## config.mk

```make
export PLATFORM = sky130hd
export DESIGN_NAME = traffic_light_controller_param
export DESIGN_NICKNAME = d
export VERILOG_FILES = /design/src/rtl/traffic_light_controller_param.sv
export SDC_FILE = /design/constraint.sdc
export NUM_CORES = 1
export LEC_CHECK = 0
export BUFFER_PORTS_ARGS = -buffer_cell sky130_fd_sc_hd__buf_2
export CORE_MARGIN = 5
export CORE_UTILIZATION = 55
export CTS_BUF_LIST = sky130_fd_sc_hd__clkbuf_16
export CTS_CLUSTER_DIAMETER = 60
export DETAILED_ROUTE_END_ITERATION = 6
export GPL_ROUTABILITY_DRIVEN = 1
export GPL_TIMING_DRIVEN = 0
export PLACE_DENSITY = 0.75
export REMOVE_ABC_BUFFERS = 1
export SLEW_MARGIN = 5
export SYNTH_ARGS = -nofsm -noshare
export SYNTH_HDL_FRONTEND = slang
export SYNTH_SLANG_ARGS = --single-unit
```

## constraint.sdc

```tcl
create_clock -name clk -period 2.35 [get_ports clk]
set_input_delay 0.3525 -clock clk [delete_from_list [all_inputs] [get_ports clk]]
set_output_delay 0.3525 -clock clk [all_outputs]
set_load 0.02 [all_outputs]
```

## src/rtl/traffic_light_controller_param.sv

```systemverilog
// Parametrised four-approach traffic light controller with demand-driven side phase,
// latched pedestrian all-red walk phase and optional night flash (macro NIGHT_FLASH_EN).
module traffic_light_controller_param #(
    parameter int unsigned T_MAIN  = 7,
    parameter int unsigned T_MT    = 5,
    parameter int unsigned T_SIDE  = 3,
    parameter int unsigned T_Y     = 2,
    parameter int unsigned T_PED   = 4,
    parameter int unsigned CNT_W   = 8,
    parameter int unsigned FLASH_P = 4
) (
    input  logic       clk,
    input  logic       rst,
    input  logic       side_req,
    input  logic       ped_req,
    input  logic       night,
    output logic [2:0] light_M1,
    output logic [2:0] light_M2,
    output logic [2:0] light_MT,
    output logic [2:0] light_S,
    output logic       walk,
    output logic [2:0] phase
);

    typedef enum logic [2:0] {
        S_M12 = 3'd0,
        S_M2Y = 3'd1,
        S_MT  = 3'd2,
        S_MY  = 3'd3,
        S_SG  = 3'd4,
        S_SY  = 3'd5,
        S_PED = 3'd6
`ifdef NIGHT_FLASH_EN
        , S_NIGHT = 3'd7
`endif
    } state_t;

    localparam logic [2:0] L_R   = 3'b100;
    localparam logic [2:0] L_Y   = 3'b010;
    localparam logic [2:0] L_G   = 3'b001;
    localparam logic [2:0] L_OFF = 3'b000;

    state_t           r_state, w_next, w_norm;
    logic [CNT_W-1:0] r_cnt, w_cnt_next, w_dur;
    logic             w_done;
    logic             r_side_pend, r_ped_pend;
    logic [2:0]       r_M1, r_M2, r_MT, r_S;
    logic             r_walk;
    logic [2:0]       w_M1, w_M2, w_MT, w_S;
    logic             w_walk;

`ifdef NIGHT_FLASH_EN
    logic [CNT_W-1:0] r_fcnt, w_fcnt_next;
    logic             r_lit, w_lit_next;
`else
    logic             w_unused;
    assign w_unused = night ^ (FLASH_P == 0);
`endif

    always_ff @(posedge clk or posedge rst) begin
        if (rst) begin
            r_state     <= S_M12;
            r_cnt       <= '0;
            r_side_pend <= 1'b0;
            r_ped_pend  <= 1'b0;
            r_M1        <= L_G;
            r_M2        <= L_G;
            r_MT        <= L_R;
            r_S         <= L_R;
            r_walk      <= 1'b0;
`ifdef NIGHT_FLASH_EN
            r_fcnt      <= '0;
            r_lit       <= 1'b1;
`endif
        end else begin
            r_state     <= w_next;
            r_cnt       <= w_cnt_next;
            // Entering the serving phase clears the flag even if a request arrives on that edge
            r_side_pend <= (w_done && w_next == S_SG)  ? 1'b0 : (r_side_pend | side_req);
            r_ped_pend  <= (w_done && w_next == S_PED) ? 1'b0 : (r_ped_pend | ped_req);
            r_M1        <= w_M1;
            r_M2        <= w_M2;
            r_MT        <= w_MT;
            r_S         <= w_S;
            r_walk      <= w_walk;
`ifdef NIGHT_FLASH_EN
            r_fcnt      <= w_fcnt_next;
            r_lit       <= w_lit_next;
`endif
        end
    end

    always_comb begin
        w_dur  = '0;
        w_norm = S_M12;
        w_done = 1'b1;
        case (r_state)
            S_M12: begin w_dur = CNT_W'(T_MAIN - 1); w_norm = S_M2Y; end
            S_M2Y: begin w_dur = CNT_W'(T_Y - 1);    w_norm = S_MT;  end
            S_MT:  begin w_dur = CNT_W'(T_MT - 1);   w_norm = S_MY;  end
            S_MY:  begin
                w_dur  = CNT_W'(T_Y - 1);
                w_norm = r_side_pend ? S_SG : (r_ped_pend ? S_PED : S_M12);
            end
            S_SG:  begin w_dur = CNT_W'(T_SIDE - 1); w_norm = S_SY;  end
            S_SY:  begin
                w_dur  = CNT_W'(T_Y - 1);
                w_norm = r_ped_pend ? S_PED : S_M12;
            end
            S_PED: begin w_dur = CNT_W'(T_PED - 1);  w_norm = S_M12; end
`ifdef NIGHT_FLASH_EN
            S_NIGHT: w_norm = S_MY;
`endif
            default: w_norm = S_M12;
        endcase
        if (r_state inside {S_M12, S_M2Y, S_MT, S_MY, S_SG, S_SY, S_PED})
            w_done = (r_cnt == w_dur);
        w_cnt_next = w_done ? '0 : r_cnt + CNT_W'(1);
`ifdef NIGHT_FLASH_EN
        // Night overrides the next state only at a phase boundary; S_NIGHT re-evaluates every cycle
        w_next = w_done ? (night ? S_NIGHT : w_norm) : r_state;
        w_fcnt_next = '0;
        w_lit_next  = 1'b1;
        if (r_state == S_NIGHT && w_next == S_NIGHT) begin
            if (r_fcnt == CNT_W'(FLASH_P - 1)) begin
                w_lit_next = ~r_lit;
            end else begin
                w_fcnt_next = r_fcnt + CNT_W'(1);
                w_lit_next  = r_lit;
            end
        end
`else
        w_next = w_done ? w_norm : r_state;
`endif
    end

    always_comb begin
        w_walk = 1'b0;
        {w_M1, w_M2, w_MT, w_S} = {L_G, L_G, L_R, L_R};
        case (w_next)
            S_M12: {w_M1, w_M2, w_MT, w_S} = {L_G, L_G, L_R, L_R};
            S_M2Y: {w_M1, w_M2, w_MT, w_S} = {L_G, L_Y, L_R, L_R};
            S_MT:  {w_M1, w_M2, w_MT, w_S} = {L_G, L_R, L_G, L_R};
            S_MY:  {w_M1, w_M2, w_MT, w_S} = {L_Y, L_R, L_Y, L_R};
            S_SG:  {w_M1, w_M2, w_MT, w_S} = {L_R, L_R, L_R, L_G};
            S_SY:  {w_M1, w_M2, w_MT, w_S} = {L_R, L_R, L_R, L_Y};
            S_PED: begin
                {w_M1, w_M2, w_MT, w_S} = {L_R, L_R, L_R, L_R};
                w_walk = 1'b1;
            end
`ifdef NIGHT_FLASH_EN
            S_NIGHT: {w_M1, w_M2, w_MT, w_S} = w_lit_next ? {L_Y, L_Y, L_Y, L_R}
                                                          : {L_OFF, L_OFF, L_OFF, L_OFF};
`endif
            default: {w_M1, w_M2, w_MT, w_S} = {L_G, L_G, L_R, L_R};
        endcase
    end

    assign light_M1 = r_M1;
    assign light_M2 = r_M2;
    assign light_MT = r_MT;
    assign light_S  = r_S;
    assign walk     = r_walk;
    assign phase    = r_state;

endmodule

```

Word level (Yosys, flattened, before mapping):

Index checks and enable logic that the tools add are counted.

* $add $sub $neg: 1
* mux-type cells: 14
* multiply operators: 0
* reductions and logical operators: 7
* equal/unequal tests: 13
* order comparisons: 0
* divide/modulo/power cells: 0
* bitwise logic cells: 2
* shift operators: 0

Operators with widths (count)
* one-hot mux 3 bit (2 select lines): 4
* == test 3 bit, second input constant: 6
* one-hot mux 3 bit (6 select lines): 1
* one-hot mux 3 bit (5 select lines): 1
* == test 3 x 2 -> 1 bit, second input constant: 4
* 2-to-1 mux 3 bit: 3
* adder 8 x 1 -> 8 bit, second input constant: 1
* == test 8 bit: 1
* 2-to-1 mux 8 bit: 1
* nonzero test 7 bit: 1
* == test 3 x 1 -> 1 bit, second input constant: 2
* OR reduction 3 bit: 2
* OR reduction 5 bit: 1
* 2-to-1 mux 1 bit: 4
* logical NOT 3 bit: 1
* logical AND 1 bit: 2
* bitwise OR 1 bit: 2

* RAM bits: 0
* flip-flop bits (word level): 26
* word-level logic and storage cells: 46
* memories: 0
* bits in latches: 0
* input port bits: 5
* bits in read-only memories: 0

Longest topological paths before layout:

Gate-level depths: netlist of the first run.

* depth in word-level cells: 9
* gate-level depth with buffers: 6
* mapped depth without buffers: 5

Worst setup path after synthesis of the first run:

Ideal clock, no wire load.

* path kind: register to register
* from: register r_cnt[4]
* to: register r_ped_pend
* stages on the path, launching flop included: 6
* period minus slack after synthesis: 1.988 ns
* setup slack: 0.362 ns
* setup time: 0.119 ns
* data required time: 2.231 ns
* data arrival time: 1.870 ns
* buffers on the path: 0
* cells stage by stage: dfrtp_1 > or4_4 > a211oi_4 > nand3_4 > or2_1 > o21a_1

* cells in the longest elaborated chain, start to end: 6

RTL lines
* from (decl): RTL line 44 `logic [CNT_W-1:0] r_cnt, w_cnt_next, w_dur;`
* from (signal assigned): RTL line 77 `r_cnt <= w_cnt_next;`
* == test 8 bit (*): RTL line 117 `w_done = (r_cnt == w_dur);`
* 2-to-1 mux 1 bit (*): RTL line 116 `if (r_state inside {S_M12, S_M2Y, S_MT, S_MY, S_SG, S_SY, S_PED})`
* 2-to-1 mux 3 bit: RTL line 133 `w_next = w_done ? w_norm : r_state;`
* == test 3 bit: RTL line 80 `r_ped_pend <= (w_done && w_next == S_PED) ? 1'b0 : (r_ped_pend | ped_req);`
* logical AND 1 bit (*): RTL line 80
* 2-to-1 mux 1 bit (*): RTL line 80
* to (signal assigned): RTL line 80
* to (decl): RTL line 46 `logic r_side_pend, r_ped_pend;`

Mark *: on every way between the ends. The rest lies on a longest branch, timed or not.

Final worst setup path of the first run:

* from: register r_state[2], in the netlist phase[2]
* to: register r_M2[1], in the netlist light_M2[1]

* cells in the longest elaborated chain, start to end: 9
* elaborated cells between the ends (all ways): 22

RTL lines
* from (decl): RTL line 43 `state_t r_state, w_next, w_norm;`
* from (signal assigned): RTL line 76 `r_state <= w_next;`
* == test 3 x 1 -> 1 bit, or another cell as far along: RTL line 97, 116
* OR reduction 3 bit (no line)
* one-hot mux 3 bit (5 select lines): RTL line 97 `case (r_state)`
* == test 8 bit: RTL line 117
* 2-to-1 mux 1 bit: RTL line 116
* 2-to-1 mux 3 bit (*): RTL line 133
* == test 3 bit / == test 3 x 2 -> 1 bit (equally long branches): RTL line 140 `case (w_next)`
* OR reduction 5 bit (no line)
* one-hot mux 3 bit (2 select lines) (*): RTL line 140
* net w_M2[1]: RTL line 49 `logic [2:0] w_M1, w_M2, w_MT, w_S;`
* to (signal assigned): RTL line 82 `r_M2 <= w_M2;`
* to (decl): RTL line 47 `logic [2:0] r_M1, r_M2, r_MT, r_S;`

The timed path passes the listed nets; every way through them passes the cells marked *.

==> out/results.tsv, run 1 <==
stage	metric	value	unit
run_status	status	finished, final reports clean	
logic_synthesis	yosysTopAreaCell	dfrtp_1	
logic_synthesis	ys.flop_type	dfrtp_1	
finish	fillers	192	
routing	ant_nets	0	
placement	hpwl	1870	um
power_and_ir_drop	cellLeakagePower	0.697	nW
routing	wirelength	2720	um
clock_network	ctsHtreeMaxLevel	1	
logic_synthesis	synthTopCellsByCount	22 x dfrtp_1, 14 x nor2_1, 8 x nand2_1	
logic_synthesis	syn-instance-count	127	
finish	final_layout_size_suffix_gt1_share	29.7	%
grt	grt_pass1_wl	4490	um
placement	placedCellCount	169	
run	drv_cap	0	
finish	nets	155	
floorplan	initial_core_util	58.3	%
logic_synthesis	synth_area_per_cell	10.4	um^2
clock_network	cts_tree	yes	
power_and_ir_drop	vdd.ir_drop.worst	0.739	mV
routing	dr.pass1.iters	4	
clock_network	clk_pin_slew_worst_paths	0.06	ns
placement	io_buffers	19	
finish	stdcell_area	1530	um^2
sta	fin_crit_sh	94.3	%
floorplan	die_h	58.9	um
finish	stdcell_count	176	
logic_synthesis	synthArstFlopShare	100	%
setup_path	crit_arrival	2.35	ns
min_path	worstHoldStart	ped_req	
logic_synthesis	syn-cell-area	1320	um^2
clock_network	cts_buffers	3	
setup_path	regToRegStartpoint	phase[2]$_DFF_PP0_	
grt	antenna_found_initial	0	
floorplan	die_x	58.9	um
routing	first_iter_violations	23	
clock_network	clk_latency	0.26	ns
sta	fin_skew	0.00398	ns
min_path	min_path_type	in -> reg	
clock_network	clockBufferDepth	2	
placement	place_area	1430	um^2
grt	grt_pass1_vias	935	
routing	wire_per_inst	15.5	um
finish	diodes	0	
sta	fmax	0.451	GHz
finish	syn2layout_area_growth	16.3	%
routing	drc	0	
grt	grt_overflow	0	
grt	grt_start_max_net_pins	27	
sta	finalMaxSlewViolations	0	
floorplan	die_area	3470	um^2
sta	setup_viol	0	
logic_synthesis	synth.area.top_cells	dfrtp_1 42%, dfstp_2 8.0%, nor2_1 4.0%	
logic_synthesis	ys_seq_area_share	49.9	%
sta	period_minus_slack	2.22	ns
setup_path	crit_path_start	phase[2]$_DFF_PP0_	
setup_path	critPathCaptureType	register	
floorplan	core_area	2250	um^2
floorplan	ioPinCount	21	
power_and_ir_drop	power.density	1450	nW/um^2
grt	grt_util_all_layers	17.0	%
logic_synthesis	ys_types	42	
routing	dr_total_vias	1043	
setup_path	path_max_fanout	21	
sta	finalHoldViolations	0	
clock_network	ctsRootBufferMaster	clkbuf_16	
routing	avgViaCountPerCell	5.93	
clock_network	cts_sinks	26	
setup_path	critPathRequiredTime	2.48	ns
logic_synthesis	synth-edff-count	0	
sta	relSlewSlack	36.8	%
logic_synthesis	yosysTopAreaCellShare	41.9	%
logic_synthesis	yosysMostFrequentCell	dfrtp_1	
floorplan	fp-row-count	17	
placement	gp_congestion	0.793	
finish	fin_util	67.8	%
setup_path	path_class	reg -> reg	
setup_path	cp-start-kind	register	
logic_synthesis	synth_warnings	0	
power_and_ir_drop	p_total	0.00221	W
sta	tightestPinTransition	0.947	ns
logic_synthesis	ys_ff_latch	26	
## per-stage QoR
stage / setup slack (ns) / hold WS [ns] / setup TNS, ns
finish: 0.134 / 0.295 / 0
global route: -0.0110 / 0.321 / -0.0110
CTS: 0.0737 / 0.297 / 0
detailed placement: 0.103 / 0.539 / 0
global placement: 0.121 / 0.526 / 0
floorplan: 0.255 / 0.390 / 0
## final cells by class
class | instances | area (um^2) | area share, %
clock buffer | 3 | 75.1 | 4.91
timing repair buffer | 22 | 118 | 7.69
tap | 28 | 35.0 | 2.29
multi-input combinational | 91 | 621 | 40.6
inverter | 5 | 18.8 | 1.23
clock inverter | 1 | 3.75 | 0.245
sequential | 26 | 658 | 43.0
## cell usage in the layout, fill, tap and decap left out, types with 4 or more instances in the layout
master / netlist / final
nand2_1: 8 / 8
inv_1: 5 / 5
buf_2: 1 / 19
xor2_1: 5 / 5
nand4_1: 5 / 5
nand3_1: 6 / 6
o21ai_0: 5 / 5
a21oi_1: 6 / 6
dfstp_2: 4 / 4
nand2b_1: 4 / 4
dfrtp_1: 22 / 20
nor2_1: 14 / 14
## flip-flops by register name, indices dropped and copies added, names as in the netlist
name,count
light_M1,3
light_M2,3
light_MT,3
light_S,3
phase,3
r_cnt,8
r_ped_pend,1
r_side_pend,1
walk,1
## report_power, final
group	internal (W)	switching, W	leakage (nW)
sequential	0.000625	0.000200	0.320
clock	0.000227	0.000145	0.0385
combinational	0.000400	0.000615	0.339
total	0.00125	0.000959	0.697
## critical path, stage by stage, from the launching register on
cell and delay (ns):
dfrtp_2 0.53, or4b_2 0.70, nand4_1 0.28, buf_4 0.17, nand2_1 0.06, a21oi_1 0.27, nor3_1 0.07
## routing by layer
| metal | vias to the layer above | share of wire, % | global-route usage (%) |
|---|---|---|---|
| met4 | 0 | 1.4 | 5.83 |
| li1 | 502 | - | - |
| met3 | 5 | 5.2 | 3.29 |
| met5 | - | 0 | 0 |
| met1 | 504 | 44 | 23.7 |
| met2 | 32 | 49 | 26.3 |
## path summary, 6_finish.rpt
| path | to | slack (ns) | depth (start not counted) |
|---|---|---|---|
| worst min register to register | r_cnt[7]$_DFF_PP0_ | 0.55 | 2 |
| min in group asynchronous | light_S[1]$_DFF_PP0_ | 0.30 | 2 |
| worst max-delay path | light_M2[1]$_DFF_PP0_ | 0.13 | 6 |
| max in group asynchronous | phase[1]$_DFF_PP0_ | 1.41 | 2 |
| worst min-delay path | r_ped_pend$_DFF_PP0_ | 0.29 | 2 |
| worst max register to register | light_M2[1]$_DFF_PP0_ | 0.13 | 6 |
## repair_timing
item                                    in CTS  in global routing
gates resized for setup                      0                  2
endpoints found under the setup margin       0                 11
buffers inserted                             0                  3
hold buffers                                 0                  0
## cell families (layout without fill, tap and decap cells)
family / Yosys count / count (layout) / share of synthesized area, %
flops: 26 / 26 / 49.9
buf+inv: 10 / 31 / 2.95
simple gates: 56 / 56 / 26.4
xor+xnor: 8 / 8 / 5.33
compound gates: 26 / 26 / 14.6
fa+ha+maj: 1 / 1 / 0.951
Power figures use the tool's default switching activity.
==> run 2: changes to the inputs <==
--- a/config.mk
+++ b/config.mk
@@ -5,15 +5,17 @@
 export SDC_FILE = /design/constraint.sdc
 export NUM_CORES = 1
 export LEC_CHECK = 0
-export BUFFER_PORTS_ARGS = -buffer_cell sky130_fd_sc_hd__buf_2
+export CAP_MARGIN = 20
 export CORE_MARGIN = 5
-export CORE_UTILIZATION = 55
+export CORE_UTILIZATION = 60
 export CTS_BUF_LIST = sky130_fd_sc_hd__clkbuf_16
 export CTS_CLUSTER_DIAMETER = 60
 export DETAILED_ROUTE_END_ITERATION = 6
+export DONT_BUFFER_PORTS = 1
 export GPL_ROUTABILITY_DRIVEN = 1
 export GPL_TIMING_DRIVEN = 0
-export PLACE_DENSITY = 0.75
+export PLACE_DENSITY = 0.73
+export RECOVER_POWER = 25
 export REMOVE_ABC_BUFFERS = 1
 export SLEW_MARGIN = 5
 export SYNTH_ARGS = -nofsm -noshare
==> run 2 against run 1 <==
Final cell count is 11% lower. Sequential cell count did not move. Clock-buffer cell count unchanged. Fmax decreased by 1.2%. Wire length shrank 6.1%. Die area down 6.9%. Power is 7.3% lower. Register-to-register slack worse by 0.03 ns. Sequential power rose by 18%. Worst hold slack worse by 0.089 ns. Utilization shrank 1.5 points.
==> out/results.tsv, run 2 (synthesis gave the netlist of run 1 again) <==
stage	metric	value	unit
clock_network	clk_latency	0.26	ns
setup_path	regToRegSetupSlack	0.11	ns
setup_path	cp-start-kind	register	
min_path	whs_endpoint	r_ped_pend$_DFF_PP0_	
sta	setup_viol	0	
grt	grt_overflow	0	
setup_path	worstReg2RegEnd	light_M2[0]$_DFF_PP1_	
setup_path	reg2reg_depth	5	
sta	fin_skew	0.00163	ns
clock_network	clockBufferDepth	2	
min_path	min_path_type	in -> reg	
routing	dr_total_vias	964	
power_and_ir_drop	cellLeakagePower	0.602	nW
floorplan	die_h	56.8	um
routing	wire_per_inst	16.4	um
grt	grt_util_all_layers	18.0	%
floorplan	initial_core_util	61.2	%
setup_path	regToRegStartpoint	phase[2]$_DFF_PP0_	
finish	diodes	0	
placement	io_buffers	0	
sta	tns	0	ns
grt	grt_start_max_net_pins	27	
routing	ant_nets	0	
finish	stdcell_count	156	
sta	fmax	0.446	GHz
sta	fin_crit_sh	95.5	%
setup_path	cp_cell_sequence	or4b_2, nand4_1, nand3_4, nor4_4, nand4b_1	
placement	hpwl	1720	um
min_path	worstHoldPathCells	1	
finish	final_layout_size_suffix_gt1_share	18.0	%
sta	period_minus_slack	2.24	ns
placement	gp_congestion	0.865	
clock_network	ctsHtreeMaxLevel	1	
grt	antenna_found_initial	0	
routing	avgViaCountPerCell	6.18	
power_and_ir_drop	power.density	1440	nW/um^2
placement	pre_cts_ws	0.00905	ns
sta	tightestPinTransition	0.924	ns
routing	drc	0	
routing	first_iter_violations	25	
setup_path	crit_arrival	2.44	ns
finish	layout_common_cells	20 x dfrtp_1, 14 x nor2_1, 8 x nand2_1, 6 x a21oi_1, 6 x nand3_1	
power_and_ir_drop	vdd.ir_drop.worst	0.800	mV
setup_path	cp_slowest_cell	or4b_2	
sta	finalHoldViolations	0	
run	drv_cap	0	
setup_path	critPathCaptureType	register	
setup_path	path_max_fanout	21	
floorplan	ioPinCount	21	
finish	largest_reg_flops	8	
floorplan	core_area	2150	um^2
clock_network	cts_tree	yes	
placement	placedCellCount	150	
clock_network	clk_pin_slew_worst_paths	0.06	ns
setup_path	slowest_delay	0.72	ns
setup_path	critPathRequiredTime	2.54	ns
sta	rsz0062_at_grt	false	
run_status	status	finished, final reports clean	
grt	grt_pass1_wl	4550	um
clock_network	ctsRootBufferMaster	clkbuf_16	
finish	nets	135	
routing	dr.pass1.iters	4	
sta	setup_slack	0.106	ns
clock_network	cts_buffers	3	
setup_path	path_class	reg -> reg	
floorplan	fp-row-count	17	
routing	wirelength	2560	um
floorplan	die_area	3230	um^2
finish	syn2layout_area_growth	8.37	%
grt	grt_pass1_vias	966	
floorplan	die_x	56.8	um
finish	top_register	r_cnt	
finish	layout.cells.most_common	dfrtp_1	
sta	relSlewSlack	38.4	%
min_path	worstHoldStart	ped_req	
sta	finalMaxSlewViolations	0	
clock_network	cts_sinks	26	
[run 2: changes by cell type in the layout (fill, tap and decap cells not counted)]
| cell | change |
|---|---|
| inv_1 | -1 |
| dlygate4sd3_1 | +1 |
| inv_2 | +1 |
| buf_4 | -3 |
| clkbuf_1 | +1 |
| buf_2 | -19 |
[run 2: power breakdown]
| part | switching [W] | leakage [nW] | internal (W) | total (W) |
|---|---|---|---|---|
| clock | 0.000146 | 0.0385 | 0.000228 | 0.000374 |
| sequential | 0.000345 | 0.320 | 0.000630 | 0.000976 |
| combinational | 0.000418 | 0.244 | 0.000284 | 0.000702 |
| total | 0.000910 | 0.602 | 0.00114 | 0.00205 |
[run 2: stage by stage]
step           area, um^2  util [%]  hold slack [ns]  power (W)
6_report             1430      66.3            0.206    0.00205
5_1_grt              1430      66.3            0.210    0.00221
4_1_cts              1410      65.6            0.207    0.00206
3_5_place_dp         1330      61.9            0.475    0.00168
3_3_place_gp         1330      61.9            0.471    0.00165
2_1_floorplan        1290         -            0.390    0.00150
[run 2: what timing repair did]
item,4_1_cts,5_1_grt
endpoints found under the setup margin,1,18
hold buffers,0,1
buffers inserted,0,0
gates resized for setup,1,2
endpoints found under the hold margin,0,6
[run 2: routing by layer]
metal | up-vias | share of wire, % | wire length, um | GRT usage (%)
li1 | 459 | - | - | -
met1 | 478 | 43 | 1090 | 21.3
met2 | 22 | 52 | 1320 | 30.4
met3 | 5 | 3.6 | 92 | 3.68
met4 | 0 | 1.9 | 49 | 9.93
met5 | - | 0 | 0 | 0
[run 2: worst max-delay path: cells and delay by family (launching register included)]
kind	cells	cell delay, ns
and+or+nand+nor	5	1.61
DFF	1	0.56
[run 2: area by class of cell]
cell class	count	area, um^2
Clock inverter	1	3.75
Fill cell	172	723
Clock buffer	3	75.1
Inverter	5	18.8
Timing Repair Buffer	2	13.8
Tap cell	28	35.0
Sequential cell	26	658
Multi-Input combinational cell	91	621
[run 2: how the worst max path moves through the flow]
| stage | start | endpoint | cells past startpoint |
|---|---|---|---|
| final | phase[2]$_DFF_PP0_ | light_M2[0]$_DFF_PP1_ | 5 |
| after global routing | r_cnt[4]$_DFF_PP0_ | r_ped_pend$_DFF_PP0_ | 5 |
| after CTS | phase[1]$_DFF_PP0_ | light_M2[0]$_DFF_PP1_ | 5 |
| after detailed placement | phase[2]$_DFF_PP0_ | light_M2[0]$_DFF_PP1_ | 5 |
| after global placement | phase[2]$_DFF_PP0_ | light_M2[2]$_DFF_PP0_ | 5 |
| after floorplan | phase[2]$_DFF_PP0_ | light_M1[0]$_DFF_PP1_ | 4 |
